$ cat src/rtl/wb_sram_slave.sv
// wb_sram_slave
//   Wishbone classic-cycle slave mapping one word-addressed asynchronous SRAM
//   window onto a 32-bit bus. Reads hold the SRAM enabled for READ_WAIT
//   cycles before sampling data. Writes use a setup cycle, then WRITE_WAIT
//   cycles of we_n low, then a hold cycle. Every accepted request ends in
//   exactly one ack (hit) or err (miss) pulse. All outputs are registered.
//
//   Valid/ready semantics: a request is wb_cyc_i & wb_stb_i seen in IDLE.
//   The master holds the request until it sees wb_ack_o or wb_err_o for one
//   cycle. Dropping wb_cyc_i mid-transfer aborts without a termination pulse.
//
// Ports
//   clk, rst              clock, asynchronous active-high reset
//   wb_cyc_i, wb_stb_i    bus cycle / strobe
//   wb_we_i               1 = write
//   wb_adr_i, wb_dat_i    byte address, write data
//   wb_sel_i              byte lanes
//   wb_dat_o              read data, held until the next completed read
//   wb_ack_o, wb_err_o    termination pulses
//   wb_rty_o              retry, always 0
//   sram_addr             SRAM word address
//   sram_data_o/_i/_oe    SRAM data out / in / output-drive enable
//   sram_ce_n, sram_oe_n, sram_we_n, sram_be_n   active-low SRAM controls
module wb_sram_slave #(
   parameter logic [31:0] BASE_ADDR  = 32'h8000_0000,
   parameter int          ADDR_WIDTH = 20,
   parameter int          READ_WAIT  = 2,
   parameter int          WRITE_WAIT = 2
) (
   input  logic                  clk,
   input  logic                  rst,
   input  logic                  wb_cyc_i,
   input  logic                  wb_stb_i,
   input  logic                  wb_we_i,
   input  logic [31:0]           wb_adr_i,
   input  logic [31:0]           wb_dat_i,
   input  logic [3:0]            wb_sel_i,
   output logic [31:0]           wb_dat_o,
   output logic                  wb_ack_o,
   output logic                  wb_err_o,
   output logic                  wb_rty_o,
   output logic [ADDR_WIDTH-1:0] sram_addr,
   output logic [31:0]           sram_data_o,
   input  logic [31:0]           sram_data_i,
   output logic                  sram_data_oe,
   output logic                  sram_ce_n,
   output logic                  sram_oe_n,
   output logic                  sram_we_n,
   output logic [3:0]            sram_be_n
);

   typedef enum logic [2:0] {
      S_IDLE, S_RD, S_WR_SETUP, S_WR_PULSE, S_DONE, S_ERR
   } state_e;

   localparam int WAIT_MAX = (READ_WAIT > WRITE_WAIT) ? READ_WAIT : WRITE_WAIT;
   localparam int CW       = (WAIT_MAX > 1) ? $clog2(WAIT_MAX) : 1;
   localparam logic [CW-1:0] RD_LOAD = CW'(READ_WAIT - 1);
   localparam logic [CW-1:0] WR_LOAD = CW'(WRITE_WAIT - 1);

   state_e                  state_q, state_d;
   logic [CW-1:0]           wait_q, wait_d;
   logic [3:0]              sel_q, sel_d;
   logic [ADDR_WIDTH-1:0]   addr_q, addr_d;
   logic [31:0]             wdata_q, wdata_d;
   logic [31:0]             rdata_q, rdata_d;
   logic                    ack_q, ack_d;
   logic                    err_q, err_d;
   logic                    ce_n_q, ce_n_d;
   logic                    oe_n_q, oe_n_d;
   logic                    we_n_q, we_n_d;
   logic                    data_oe_q, data_oe_d;
   logic [3:0]              be_n_q, be_n_d;

   logic req, hit, wr_tail;
   logic unused_adr;

   assign req = wb_cyc_i & wb_stb_i;
   assign hit = (wb_adr_i[31:ADDR_WIDTH+2] == BASE_ADDR[31:ADDR_WIDTH+2]);
   // Byte offset within the word is irrelevant to a word-wide SRAM.
   assign unused_adr = ^wb_adr_i[1:0];

   // State register and all registered outputs.
   always_ff @(posedge clk or posedge rst) begin
      if (rst) begin
         state_q   <= S_IDLE;
         wait_q    <= '0;
         sel_q     <= '0;
         addr_q    <= '0;
         wdata_q   <= '0;
         rdata_q   <= '0;
         ack_q     <= 1'b0;
         err_q     <= 1'b0;
         ce_n_q    <= 1'b1;
         oe_n_q    <= 1'b1;
         we_n_q    <= 1'b1;
         data_oe_q <= 1'b0;
         be_n_q    <= 4'hF;
      end else begin
         state_q   <= state_d;
         wait_q    <= wait_d;
         sel_q     <= sel_d;
         addr_q    <= addr_d;
         wdata_q   <= wdata_d;
         rdata_q   <= rdata_d;
         ack_q     <= ack_d;
         err_q     <= err_d;
         ce_n_q    <= ce_n_d;
         oe_n_q    <= oe_n_d;
         we_n_q    <= we_n_d;
         data_oe_q <= data_oe_d;
         be_n_q    <= be_n_d;
      end
   end

   // Next-state logic. wait_q counts the remaining cycles of RD / WR_PULSE.
   always_comb begin
      state_d = state_q;
      wait_d  = wait_q;
      case (state_q)
         S_IDLE: begin
            if (req) begin
               if (!hit) begin
                  state_d = S_ERR;
               end else if (wb_we_i) begin
                  state_d = S_WR_SETUP;
               end else begin
                  state_d = S_RD;
                  wait_d  = RD_LOAD;
               end
            end
         end
         S_RD: begin
            if (!wb_cyc_i)            state_d = S_IDLE;
            else if (wait_q == '0)    state_d = S_DONE;
            else                      wait_d  = wait_q - 1'b1;
         end
         S_WR_SETUP: begin
            if (!wb_cyc_i) begin
               state_d = S_IDLE;
            end else begin
               state_d = S_WR_PULSE;
               wait_d  = WR_LOAD;
            end
         end
         S_WR_PULSE: begin
            if (!wb_cyc_i)            state_d = S_IDLE;
            else if (wait_q == '0)    state_d = S_DONE;
            else                      wait_d  = wait_q - 1'b1;
         end
         default: state_d = S_IDLE;  // DONE, ERR
      endcase
   end

   // Output logic: outputs are registered, so they are decoded from the
   // state being entered (state_d) rather than the current one.
   always_comb begin
      // DONE entered from WR_PULSE is the write data-hold cycle.
      wr_tail = (state_d == S_DONE) && (state_q == S_WR_PULSE);

      sel_d   = sel_q;
      addr_d  = addr_q;
      wdata_d = wdata_q;
      rdata_d = rdata_q;
      if ((state_q == S_IDLE) && req) begin
         sel_d   = wb_sel_i;
         addr_d  = wb_adr_i[ADDR_WIDTH+1:2];
         wdata_d = wb_dat_i;
      end
      if ((state_q == S_RD) && wb_cyc_i && (wait_q == '0)) begin
         rdata_d = sram_data_i;
      end

      ce_n_d    = 1'b1;
      oe_n_d    = 1'b1;
      we_n_d    = 1'b1;
      data_oe_d = 1'b0;
      be_n_d    = 4'hF;
      case (state_d)
         S_RD: begin
            ce_n_d = 1'b0;
            oe_n_d = 1'b0;
            be_n_d = 4'b0000;
         end
         S_WR_SETUP: begin
            ce_n_d    = 1'b0;
            data_oe_d = 1'b1;
            be_n_d    = ~sel_d;
         end
         S_WR_PULSE: begin
            ce_n_d    = 1'b0;
            data_oe_d = 1'b1;
            we_n_d    = 1'b0;
            be_n_d    = ~sel_d;
         end
         S_DONE: begin
            if (wr_tail) begin
               ce_n_d    = 1'b0;
               data_oe_d = 1'b1;
               be_n_d    = ~sel_d;
            end
         end
         default: ;
      endcase

      ack_d = (state_d == S_DONE);
      err_d = (state_d == S_ERR);
   end

   assign wb_dat_o     = rdata_q;
   assign wb_ack_o     = ack_q;
   assign wb_err_o     = err_q;
   assign wb_rty_o     = 1'b0;
   assign sram_addr    = addr_q;
   assign sram_data_o  = wdata_q;
   assign sram_data_oe = data_oe_q;
   assign sram_ce_n    = ce_n_q;
   assign sram_oe_n    = oe_n_q;
   assign sram_we_n    = we_n_q;
   assign sram_be_n    = be_n_q;

endmodule

$ cat config.mk
export PLATFORM = sky130hd
export DESIGN_NAME = wb_sram_slave
export DESIGN_NICKNAME = d
export VERILOG_FILES = /design/src/rtl/wb_sram_slave.sv
export SDC_FILE = /design/constraint.sdc
export NUM_CORES = 1
export LEC_CHECK = 0
export ABC_AREA = 1
export BUFFER_PORTS_ARGS = -buffer_cell sky130_fd_sc_hd__clkbuf_2
export CAP_MARGIN = 20
export CORE_MARGIN = 2
export CORE_UTILIZATION = 30
export DETAILED_ROUTE_END_ITERATION = 7
export GPL_ROUTABILITY_DRIVEN = 0
export GPL_TIMING_DRIVEN = 1
export PLACE_DENSITY_LB_ADDON = 0.3
export SLEW_MARGIN = 20
export SYNTH_ARGS = -nofsm -noshare
export SYNTH_HDL_FRONTEND = slang
export SYNTH_SLANG_ARGS = --single-unit
$ cat constraint.sdc
create_clock -name clk -period 6.9 [get_ports clk]
set_clock_uncertainty 0.1 [all_clocks]
set_input_delay 0.69 -clock clk [delete_from_list [all_inputs] [get_ports clk]]
set_output_delay 0.69 -clock clk [all_outputs]
set_load 0.005 [all_outputs]
==> results of run 1 <==
[cells in the final DEF, fill, tap and decap left out, drive strengths merged]
cell type    n
clkbuf     209
nand2      197
dfrtp       95
mux2        32
nor2        17
inv         14
nand3        8
dfstp        7
o21ai        4
buf          2
clkinv       2
nor3         1
or2          1
conb         1
clkinvlp     1
bufinv       1
[worst max path at each step]
stage                    start           end  slack (ns)  cells past startpoint
floorplan                  rst      sel_q[0]        3.45                      1
global placement      wb_cyc_i     sram_ce_n        4.28                     10
detailed placement    wb_cyc_i     sram_ce_n        4.23                     10
CTS                 state_q[0]     sram_ce_n        4.59                      8
global route        state_q[0]  sram_be_n[1]        4.34                      8
finish                wb_cyc_i     sram_ce_n        4.65                     10
[cells by family (layout without fill, tap and decap cells)]
group / after synthesis / in the layout / synth area share [%]
simple gates: 224 / 224 / 21.68
flops: 102 / 102 / 62.33
mux: 32 / 32 / 11.42
buf+inv: 31 / 229 / 3.897
compound gates: 4 / 4 / 0.5785
other cells: 1 / 1 / 0.09126
[metal layers]
metal  share of wire, %  track usage, %  up-vias
met4                1.4           5.451        0
met1                 45           17.77     1487
li1                   -               -     1595
met3                6.6           3.195       10
met2                 47           21.49      116
met5                  0               0        -
[worst max-delay path, delay by kind of cell]
| kind | cells | cell delay [ns] |
|---|---|---|
| AO/OA/AOI/OAI | 1 | 0.21 |
| buffers and inverters | 3 | 0.87 |
| AND/OR/NAND/NOR | 6 | 0.62 |
[power by group]
group / switching, mW / total (mW) / internal [mW]
combinational: 0.356 / 0.768 / 0.412
clock: 0.208 / 0.509 / 0.301
sequential: 0.145 / 1.03 / 0.888
total: 0.709 / 2.31 / 1.60
[Yosys cell counts (all sizes together)]
| cell type | n | area [um^2] |
|---|---|---|
| conb | 1 | 3.750 |
| inv | 14 | 52.55 |
| nor2 | 17 | 80.08 |
| dfstp | 7 | 183.9 |
| clkinv | 1 | 3.750 |
| dfrtp | 95 | 2377 |
| or2 | 1 | 6.260 |
| mux2 | 32 | 469.2 |
| nand3 | 8 | 45.04 |
| o21ai | 4 | 23.77 |
| buf | 16 | 103.8 |
| nand2 | 197 | 754.5 |
| nor3 | 1 | 5.000 |
[state kept, by name, indices dropped and copies added (netlist names), 3 cells and up]
name,count
sram_addr,20
wb_dat_o,32
sram_data_o,32
sel_q,4
sram_be_n,4
state_q,3
[cell type report]
type	instances	area, um^2	share of cell area, %
Tap cell	176	220.2	3.985
Clock buffer	13	260.3	4.709
Inverter	15	58.81	1.064
Multi-Input combinational cell	261	1388	25.11
Clock inverter	3	42.54	0.7698
Timing Repair Buffer	198	996.0	18.02
Sequential cell	102	2561	46.34
[per-stage QoR]
step	setup WS (ns)	util, %	instances	cell area (um^2)	total power, mW
floorplan	3.446	-	394	4109	1.443
global placement	4.280	39.29	752	5224	1.803
detailed placement	4.234	39.29	752	5224	1.826
CTS	4.591	41.57	768	5527	2.352
global route	4.341	41.57	768	5527	2.483
finish	4.647	41.57	768	5527	2.309
==> impl_results.md, run 1 <==
* Die ar. at 14,650 um^2
* Routed vias/inst at 4.177
* Min Tclk post-route at 2.253 ns
* Synthesized cell area at 4109 um^2
* Initial antenna violation count at 0
* Final WL at 9625 um
* P per Cell Area at 417.9 nW/um^2
* Syn Nets at 499
* Post-CTS Setup Inserts at 0
* Worst Path Max Fanout at 57
* Chip Height at 121.0 um
* Seq/Total Area, Yosys at 62.33%
* DR DRC count at 0
* Root Buffer: clkbuf_16
* Worst path max stage delay at 0.68 ns
* Hold Fails Final Rpt at 0
* Diodes inserted at 0
* Port Buffers at 196
* Worst hold slack at 0.2819 ns
* Crit. End Element: flop
* CP Cell Sequence: clkbuf_2, nand2_1, inv_1, nand3_2, inv_2, o21ai_0, nand2_1, nand3_1, nand2_1, nand2_1
* Element type at the critical path start: input pin
* CTS tree: built
* R2r startpoint: state_q[0]
* Final setup viols at 0
* Num ports at 200
* Syn avg cell area at 10.43 um^2
* Max Clk Rate at 443.9 MHz
* Critical path required time at 7.05 ns
* Final setup TNS at 0 ns
* # resized after CTS at 0
* Cts hold-fix bufs at 0
* Leak Pwr at 3.192 nW
* CP max-delay cell: inv_2
* Reg2reg setup slack at 4.66 ns
* GR Util All Layers at 13.52%
* Final slew viol count at 0
* Worst-path clk slew at 0.06 ns
* Hpwl dp at 6937 um
* RSZ-0062 raised after global routing: false
* Distinct cells, synth at 22
* Maximum vdd drop at 0.0001610 V
* Vias in the first global route at 3,223
* Yosys reg bits at 102
* Max-Slew Margin vs Limit at 37.46%
* Drt wl/cell at 12.53 um
* Result of the run: finished, final reports clean
* CP arrival at 2.40 ns
* Largest net degree at the start of global routing at 60
* HP Class: in2async
* Num CTS Buffers at 9
* First-pass GRT wire length at 15,500 um
* Clk sinks at 102
* Core Area at 13,300 um^2
* R2R Path End: sram_ce_n
* Initial Util at 30.91%
* Nets at 692
* Layout cell share with drive strength beyond 1 at 44.26%
* Filler cells at 1,373
* Clock Latency Late Sink at 0.34 ns
* Num rows at 42
* Drt first-iter violations at 138
* Antenna-violating nets left at 0
* Worst r2r path cells at 8
* Most common cell on crit path: nand2_1
* Grt total ovfl at 0
* Max cap viols at 0
* Cells after Synth at 394
* CTS H-Tree Depth at 3
* Critical Setup Path Class: in2reg
* Yosys warning count at 0
* Layout area overhead at 34.50%
* Drt pass-1 iters at 4
* Final worst-path cycle share at 32.65%
* Slew @ Worst Pin at 0.9368 ns
* Via count at 3,208
* Clk buf depth at 2
* Die X at 121.0 um
Note: power is estimated with default switching activity, not from simulation.
==> run 2, diff against run 1 <==
==> constraint.sdc (replaced) <==
create_clock -name clk -period 2.25 [get_ports clk]
set_clock_uncertainty 0.1 [all_clocks]
set_input_delay 0.225 -clock clk [delete_from_list [all_inputs] [get_ports clk]]
set_output_delay 0.225 -clock clk [all_outputs]
set_load 0.005 [all_outputs]
==> run 2 against run 1 <==
Utilization grew 6.2 points. Global-route usage grew 1.4 points. Critical path type is now reg2reg. Critical path depth shrank 4.
==> impl_results.md, run 2 (same netlist as run 1, synthesis figures left out) <==
* Port Buffers at 196 (unchanged)
* Chip Height at 121.0 um (unchanged)
* Clk buf depth at 2 (unchanged)
* Num rows at 42 (unchanged)
* Layout cell share with drive strength beyond 1 at 39.88% (-4.4 points)
* Slew @ Worst Pin at 0.5692 ns (-0.3676 ns)
* Sequential power share at 43.5% (-1.2 points)
* Final slew viol count at 0 (unchanged)
* Final setup viols at 0 (unchanged)
* RSZ-0062 raised after global routing: false
* Leak Pwr at 3.543 nW (+11%)
* GR Util All Layers at 14.90% (+1.4 points)
* Drt first-iter violations at 128 (-7.2%)
* DP Area at 5295 um^2 (+1.4%)
* Drt wl/cell at 12.48 um (-0.43%)
* Clock Latency Late Sink at 0.34 ns (about the same)
* Max Clk Rate at 564.0 MHz
* Num ports at 200 (unchanged)
* DR WL met2 at 5320 um (+17%)
* Commonest non-fill, non-tap cells in the layout: 196 x clkbuf_2, 193 x nand2_1, 95 x dfrtp_1, 74 x dlygate4sd3_1, 29 x mux2_4
* Setup WS post-layout at 0.4769 ns (-4.171 ns)
* Routed vias/inst at 4.229 (+1.2%)
* CTS H-Tree Depth at 3 (unchanged)
* Element type at the critical path start: flop
* Net switching power at 2.247 mW (+220%)
* DR WL met3 at 514 um (-19%)
* Core Area at 13,300 um^2 (unchanged)
* Layout area overhead at 54.57%
* Design area at 6351 um^2 (+15%)
* First-pass GRT wire length at 17,350 um (+12%)
* CP arrival at 1.91 ns (-0.49 ns)
* Post-layout total power at 7.323 mW (+220%)
* Commonest non-fill, non-tap cell in the layout: clkbuf_2
* CP max-delay cell: dfrtp_1
* Highest Signal Layer: met4
* Internal power at 5.076 mW (+220%)
* Nets at 772 (+12%)
* Utilization after layout at 47.77% (+6.2 points)
* Final worst-path cycle share at 78.81%
* Max-Slew Margin vs Limit at 61.76% (+24 points)
* Worst-path clk slew at 0.07 ns (about the same)
* Maximum vdd drop at 0.0004578 V (+180%)
* P per Cell Area at 1153 nW/um^2 (+180%)
* Result of the run: finished, final reports clean
* Initial antenna violation count at 0 (unchanged)
* Crit. End Element: flop
* Sw Share at 30.69% (about the same)
* Grt total ovfl at 0 (unchanged)
* Min Tclk post-route at 1.773 ns
* Max cap viols at 0 (unchanged)
* Count of non-filler cells in the finished layout at 848 (+10%)
* Vias in the first global route at 3,773 (+17%)
* Worst hold slack at 0.01643 ns (-0.2654 ns)
* Critical Setup Path Class: reg2reg
* WP buf/inv at 2 (-1)
* Post-route met1 wirelength at 4531 um (+5.4%)
* Hold Fails Final Rpt at 0 (unchanged)
* Drt pass-1 iters at 4 (unchanged)
* Die X at 121.0 um (unchanged)
* Pre-CTS WS at 0.4316 ns (-3.802 ns)
* Antenna-violating nets left at 0 (unchanged)
* CP Cell Sequence: inv_2, nand2_2, nor2_8, nand2_4, buf_4, mux2_4
* Final WL at 10,580 um (+9.9%)
* Via count at 3,586 (+12%)
* Root Buffer: clkbuf_16
* Worst path max stage delay at 0.41 ns (-0.27 ns)
* Post-CTS Setup Inserts at 0 (unchanged)
* Crit path max-delay family: simple AND/OR/NAND/NOR gates
* Hpwl dp at 7269 um (+4.8%)
* Clk sinks at 102 (unchanged)
* Die ar. at 14,650 um^2 (unchanged)
* DR DRC count at 0 (unchanged)
* Diodes inserted at 0 (unchanged)
* Final setup TNS at 0 ns (unchanged)
* Largest net degree at the start of global routing at 103 (+72%)
* Initial Util at 30.91% (unchanged)
* Worst Path Max Fanout at 19 (-67%)
* Clock group share of total power at 22.5% (+0.5 points)
* HP Class: in2reg
* Critical path required time at 2.38 ns (-4.67 ns)
* Combinational group share of total power at 34.1% (+0.9 points)
* CTS tree: built
* Num CTS Buffers at 9 (unchanged)
* Placed instance count at 758 (+0.80%)
* Filler cells at 1,272 (-7.4%)
==> run 2: changes by cell type in the layout (fill, tap and decap cells not counted), sizes merged <==
cell / change
bufinv: +1
clkbuf: -2
dlygate4sd3: +74
clkinv: +1
buf: +6
==> run 2: power by group through the flow <==
stage	sequential, mW	combinational, mW	clock [mW]
final	3.18	2.49	1.65
after global routing	3.29	2.78	1.78
after CTS	3.19	2.54	1.71
after detailed placement	3.21	2.44	0
after global placement	3.18	2.38	0
after floorplan	3.24	1.19	0
==> run 2: final cells by class <==
cell class,instances,area (um^2),share of cell area [%]
clock buffer,11,232.7,3.664
tap,176,220.2,3.467
sequential,102,2561,40.33
inverter,15,60.06,0.9456
multi-input combinational,261,1388,21.85
timing repair buffer,278,1807,28.45
clock inverter,5,82.58,1.300
==> run 2: worst paths after layout <==
| kind | from | endpoint | slack [ns] | depth (start not counted) |
|---|---|---|---|---|
| worst min register to register | sram_data_o[19] | sram_data_o[19] | 0.38 | 2 |
| max in group asynchronous | rst | sram_be_n[0] | 1.17 | 4 |
| worst min-delay path | sram_data_i[9] | wb_dat_o[9] | 0.02 | 2 |
| min in group asynchronous | rst | wb_dat_o[9] | 0.49 | 4 |
| worst max register to register | state_q[2] | wb_dat_o[2] | 0.48 | 6 |
| worst max-delay path | state_q[2] | wb_dat_o[2] | 0.48 | 6 |
==> run 2: layer usage <==
layer / up-vias / global-route usage [%]
met5: - / 0
met4: 0 / 6.831
met3: 14 / 2.538
met2: 113 / 25.81
met1: 1700 / 18.03
li1: 1759 / -
==> run 2: what timing repair did <==
action                                 in CTS  in global routing
endpoints found under the hold margin     167                  1
hold buffers                               73                  1
resized for setup                           0                  0
==> run 3, diff against run 2 <==
==> constraint.sdc (replaced) <==
create_clock -name clk -period 1.7 [get_ports clk]
set_clock_uncertainty 0.1 [all_clocks]
set_input_delay 0.17 -clock clk [delete_from_list [all_inputs] [get_ports clk]]
set_output_delay 0.17 -clock clk [all_outputs]
set_load 0.005 [all_outputs]
==> run 3 against run 2 <==
Hold slack better by 0.064 ns. Flip-flop and latch count did not move. Sequential power increased by 33%. Utilization up 1.7 points. Combinational power rose by 38%. Via count rose by 2.7%. Final cell count up 3.2%. Register-to-register slack got worse by 0.38 ns.
==> impl_results.md, run 3 (same netlist as run 1, synthesis figures left out) <==
* Leak Pwr at 3.651 nW (+3.0%)
* CTS tree: built
* R2r startpoint: state_q[2]
* CP Cell Sequence: o21ai_2, nor2_8, nand2_4, buf_12, mux2_2
* Via count at 3,682 (+2.7%)
* CTS H-Tree Depth at 3 (unchanged)
* Clk buf depth at 2 (unchanged)
* Root Buffer: clkbuf_16
* Post-CTS Setup Inserts at 0 (unchanged)
* Largest net degree at the start of global routing at 70 (-32%)
* Vias in the first global route at 3,772 (-0.027%)
* Worst-path clk slew at 0.07 ns (about the same)
* Post-layout total power at 9.588 mW (+31%)
* Max Clk Rate at 622.6 MHz (+10%)
* DP Area at 5378 um^2 (+1.6%)
* Crit. End Element: flop
* Element type at the critical path start: flop
* Clk sinks at 102 (unchanged)
* CP max-delay cell: dfrtp_1
* CP arrival at 1.74 ns (-0.17 ns)
* Final setup viols at 0 (unchanged)
* Max cap viols at 0 (unchanged)
* Drt pass-1 iters at 4 (unchanged)
* Core Area at 13,300 um^2 (unchanged)
* Maximum vdd drop at 0.0005828 V (+27%)
* Grt total ovfl at 0 (unchanged)
* Clock Latency Late Sink at 0.34 ns (about the same)
* Die X at 121.0 um (unchanged)
* Layout area overhead at 60.17%
* Pre-CTS WS at 0.09241 ns (-0.3392 ns)
* Num ports at 200 (unchanged)
* Drt wl/cell at 12.76 um (+2.3%)
* Design area at 6581 um^2 (+3.6%)
* Min Tclk post-route at 1.606 ns (-0.1670 ns)
* Commonest non-fill, non-tap cells in the layout: 195 x clkbuf_2, 192 x nand2_1, 95 x dfrtp_1, 90 x dlygate4sd3_1, 29 x mux2_4
* Critical path origin: state_q[2]
* Nets at 799 (+3.5%)
* Final worst-path cycle share at 94.48% (+16 points)
* HP Class: in2reg
* Initial antenna violation count at 0 (unchanged)
* Critical Path End: wb_dat_o[29]
* Commonest non-fill, non-tap cell in the layout: clkbuf_2
* Critical Setup Path Class: reg2reg
* Final WL at 11,170 um (+5.5%)
* Filler cells at 1,196 (-6.0%)
* Worst path max stage delay at 0.42 ns (about the same)
* Final slew viol count at 0 (unchanged)
* Critical Path Stages at 5 (-1)
* P per Cell Area at 1457 nW/um^2 (+26%)
* Multi-input logic area at 1400 um^2 (+0.90%)
* Hpwl dp at 7477 um (+2.9%)
* Worst r2r path cells at 5 (-1)
* DR DRC count at 0 (unchanged)
* Routed vias/inst at 4.208 (-0.49%)
* R2R Path End: wb_dat_o[29]
* Drt first-iter violations at 138 (+7.8%)
* Antenna-violating nets left at 0 (unchanged)
* Port Buffers at 196 (unchanged)
* WP buf/inv at 1 (-1)
* Chip Height at 121.0 um (unchanged)
* Crit path max-delay family: flip-flops
* Layout cell share with drive strength beyond 1 at 40.06% (+0.18 points)
* Num rows at 42 (unchanged)
* Diodes inserted at 0 (unchanged)
* Worst Path Max Fanout at 11 (-8)
* GR Util All Layers at 15.30% (+0.40 points)
* Reg2reg setup slack at 0.09 ns (-0.38 ns)
* Die ar. at 14,650 um^2 (unchanged)
* Final setup TNS at 0 ns (unchanged)
* Result of the run: finished, final reports clean
* Sequential cell area at 2561 um^2 (unchanged)
* Initial Util at 30.91% (unchanged)
* Critical path required time at 1.83 ns (-0.55 ns)
* Hold Fails Final Rpt at 0 (unchanged)
* First-pass GRT wire length at 17,670 um (+1.8%)
* Setup WS post-layout at 0.09392 ns (-0.3830 ns)
* Num CTS Buffers at 9 (unchanged)
==> run 3: cell count changes in the layout (fill, tap and decap cells not counted), sizes merged <==
cell         previous run  this run
bufinv                  2         0
inv                    14        13
clkbuf                207       209
buf                     8        20
dlygate4sd3            74        90
==> run 3: area by class of cell <==
type,count,share of cell area [%]
flip-flops and latches,102,38.92
multi-input cells,261,21.27
repair buffers,305,31.35
well taps,176,3.346
clock inverters,2,0.1521
inverters,15,0.9506
clock buffers,14,4.011
==> run 3: how the worst min path moves through the flow <==
| stage | startpoint | to | slack (ns) | cells past startpoint |
|---|---|---|---|---|
| floorplan | wb_cyc_i | sram_we_n | 0.14 | 1 |
| global placement | rst | wb_dat_o[14] | 0.19 | 3 |
| detailed placement | rst | wb_dat_o[9] | 0.21 | 3 |
| CTS | wb_we_i | state_q[1] | 0.06 | 5 |
| global route | wb_we_i | state_q[1] | 0.1 | 5 |
| finish | wb_we_i | state_q[0] | 0.08 | 4 |
==> run 3: per-stage QoR <==
step                      hold slack [ns]  util [%]  std cells
after detailed placement           0.2073     40.45        769
after global placement             0.1945     40.45        769
after CTS                         0.05809     49.28        875
final                             0.08083     49.50        875
after floorplan                    0.1443         -        394
after global routing              0.09955     49.50        875
==> run 3: repair_timing <==
| item | in CTS | in global routing |
|---|---|---|
| gates resized for setup | 0 | 9 |
| hold buffers | 90 | 0 |
| endpoints found under the setup margin | 0 | 5 |
| endpoints found under the hold margin | 184 | 0 |
==> run 3: worst min-delay path, delay by kind of cell <==
family	cells	cell delay (ns)
buffers and inverters	1	0.09
and+or+nand+nor	3	0.22
==> run 3: report_power, final <==
part	internal (mW)	switching (mW)	total (mW)
clock network	1.07	0.849	1.92
registers	3.61	0.621	4.23
logic	1.90	1.54	3.44
==> run 3: layer usage <==
| metal | global-route usage (%) | up-vias | part of all wire [%] |
|---|---|---|---|
| li1 | - | 1808 | - |
| met1 | 18.40 | 1732 | 41 |
| met2 | 26.44 | 122 | 51 |
| met3 | 2.773 | 20 | 4.6 |
| met4 | 7.195 | 0 | 2.6 |
| met5 | 0 | - | 0 |
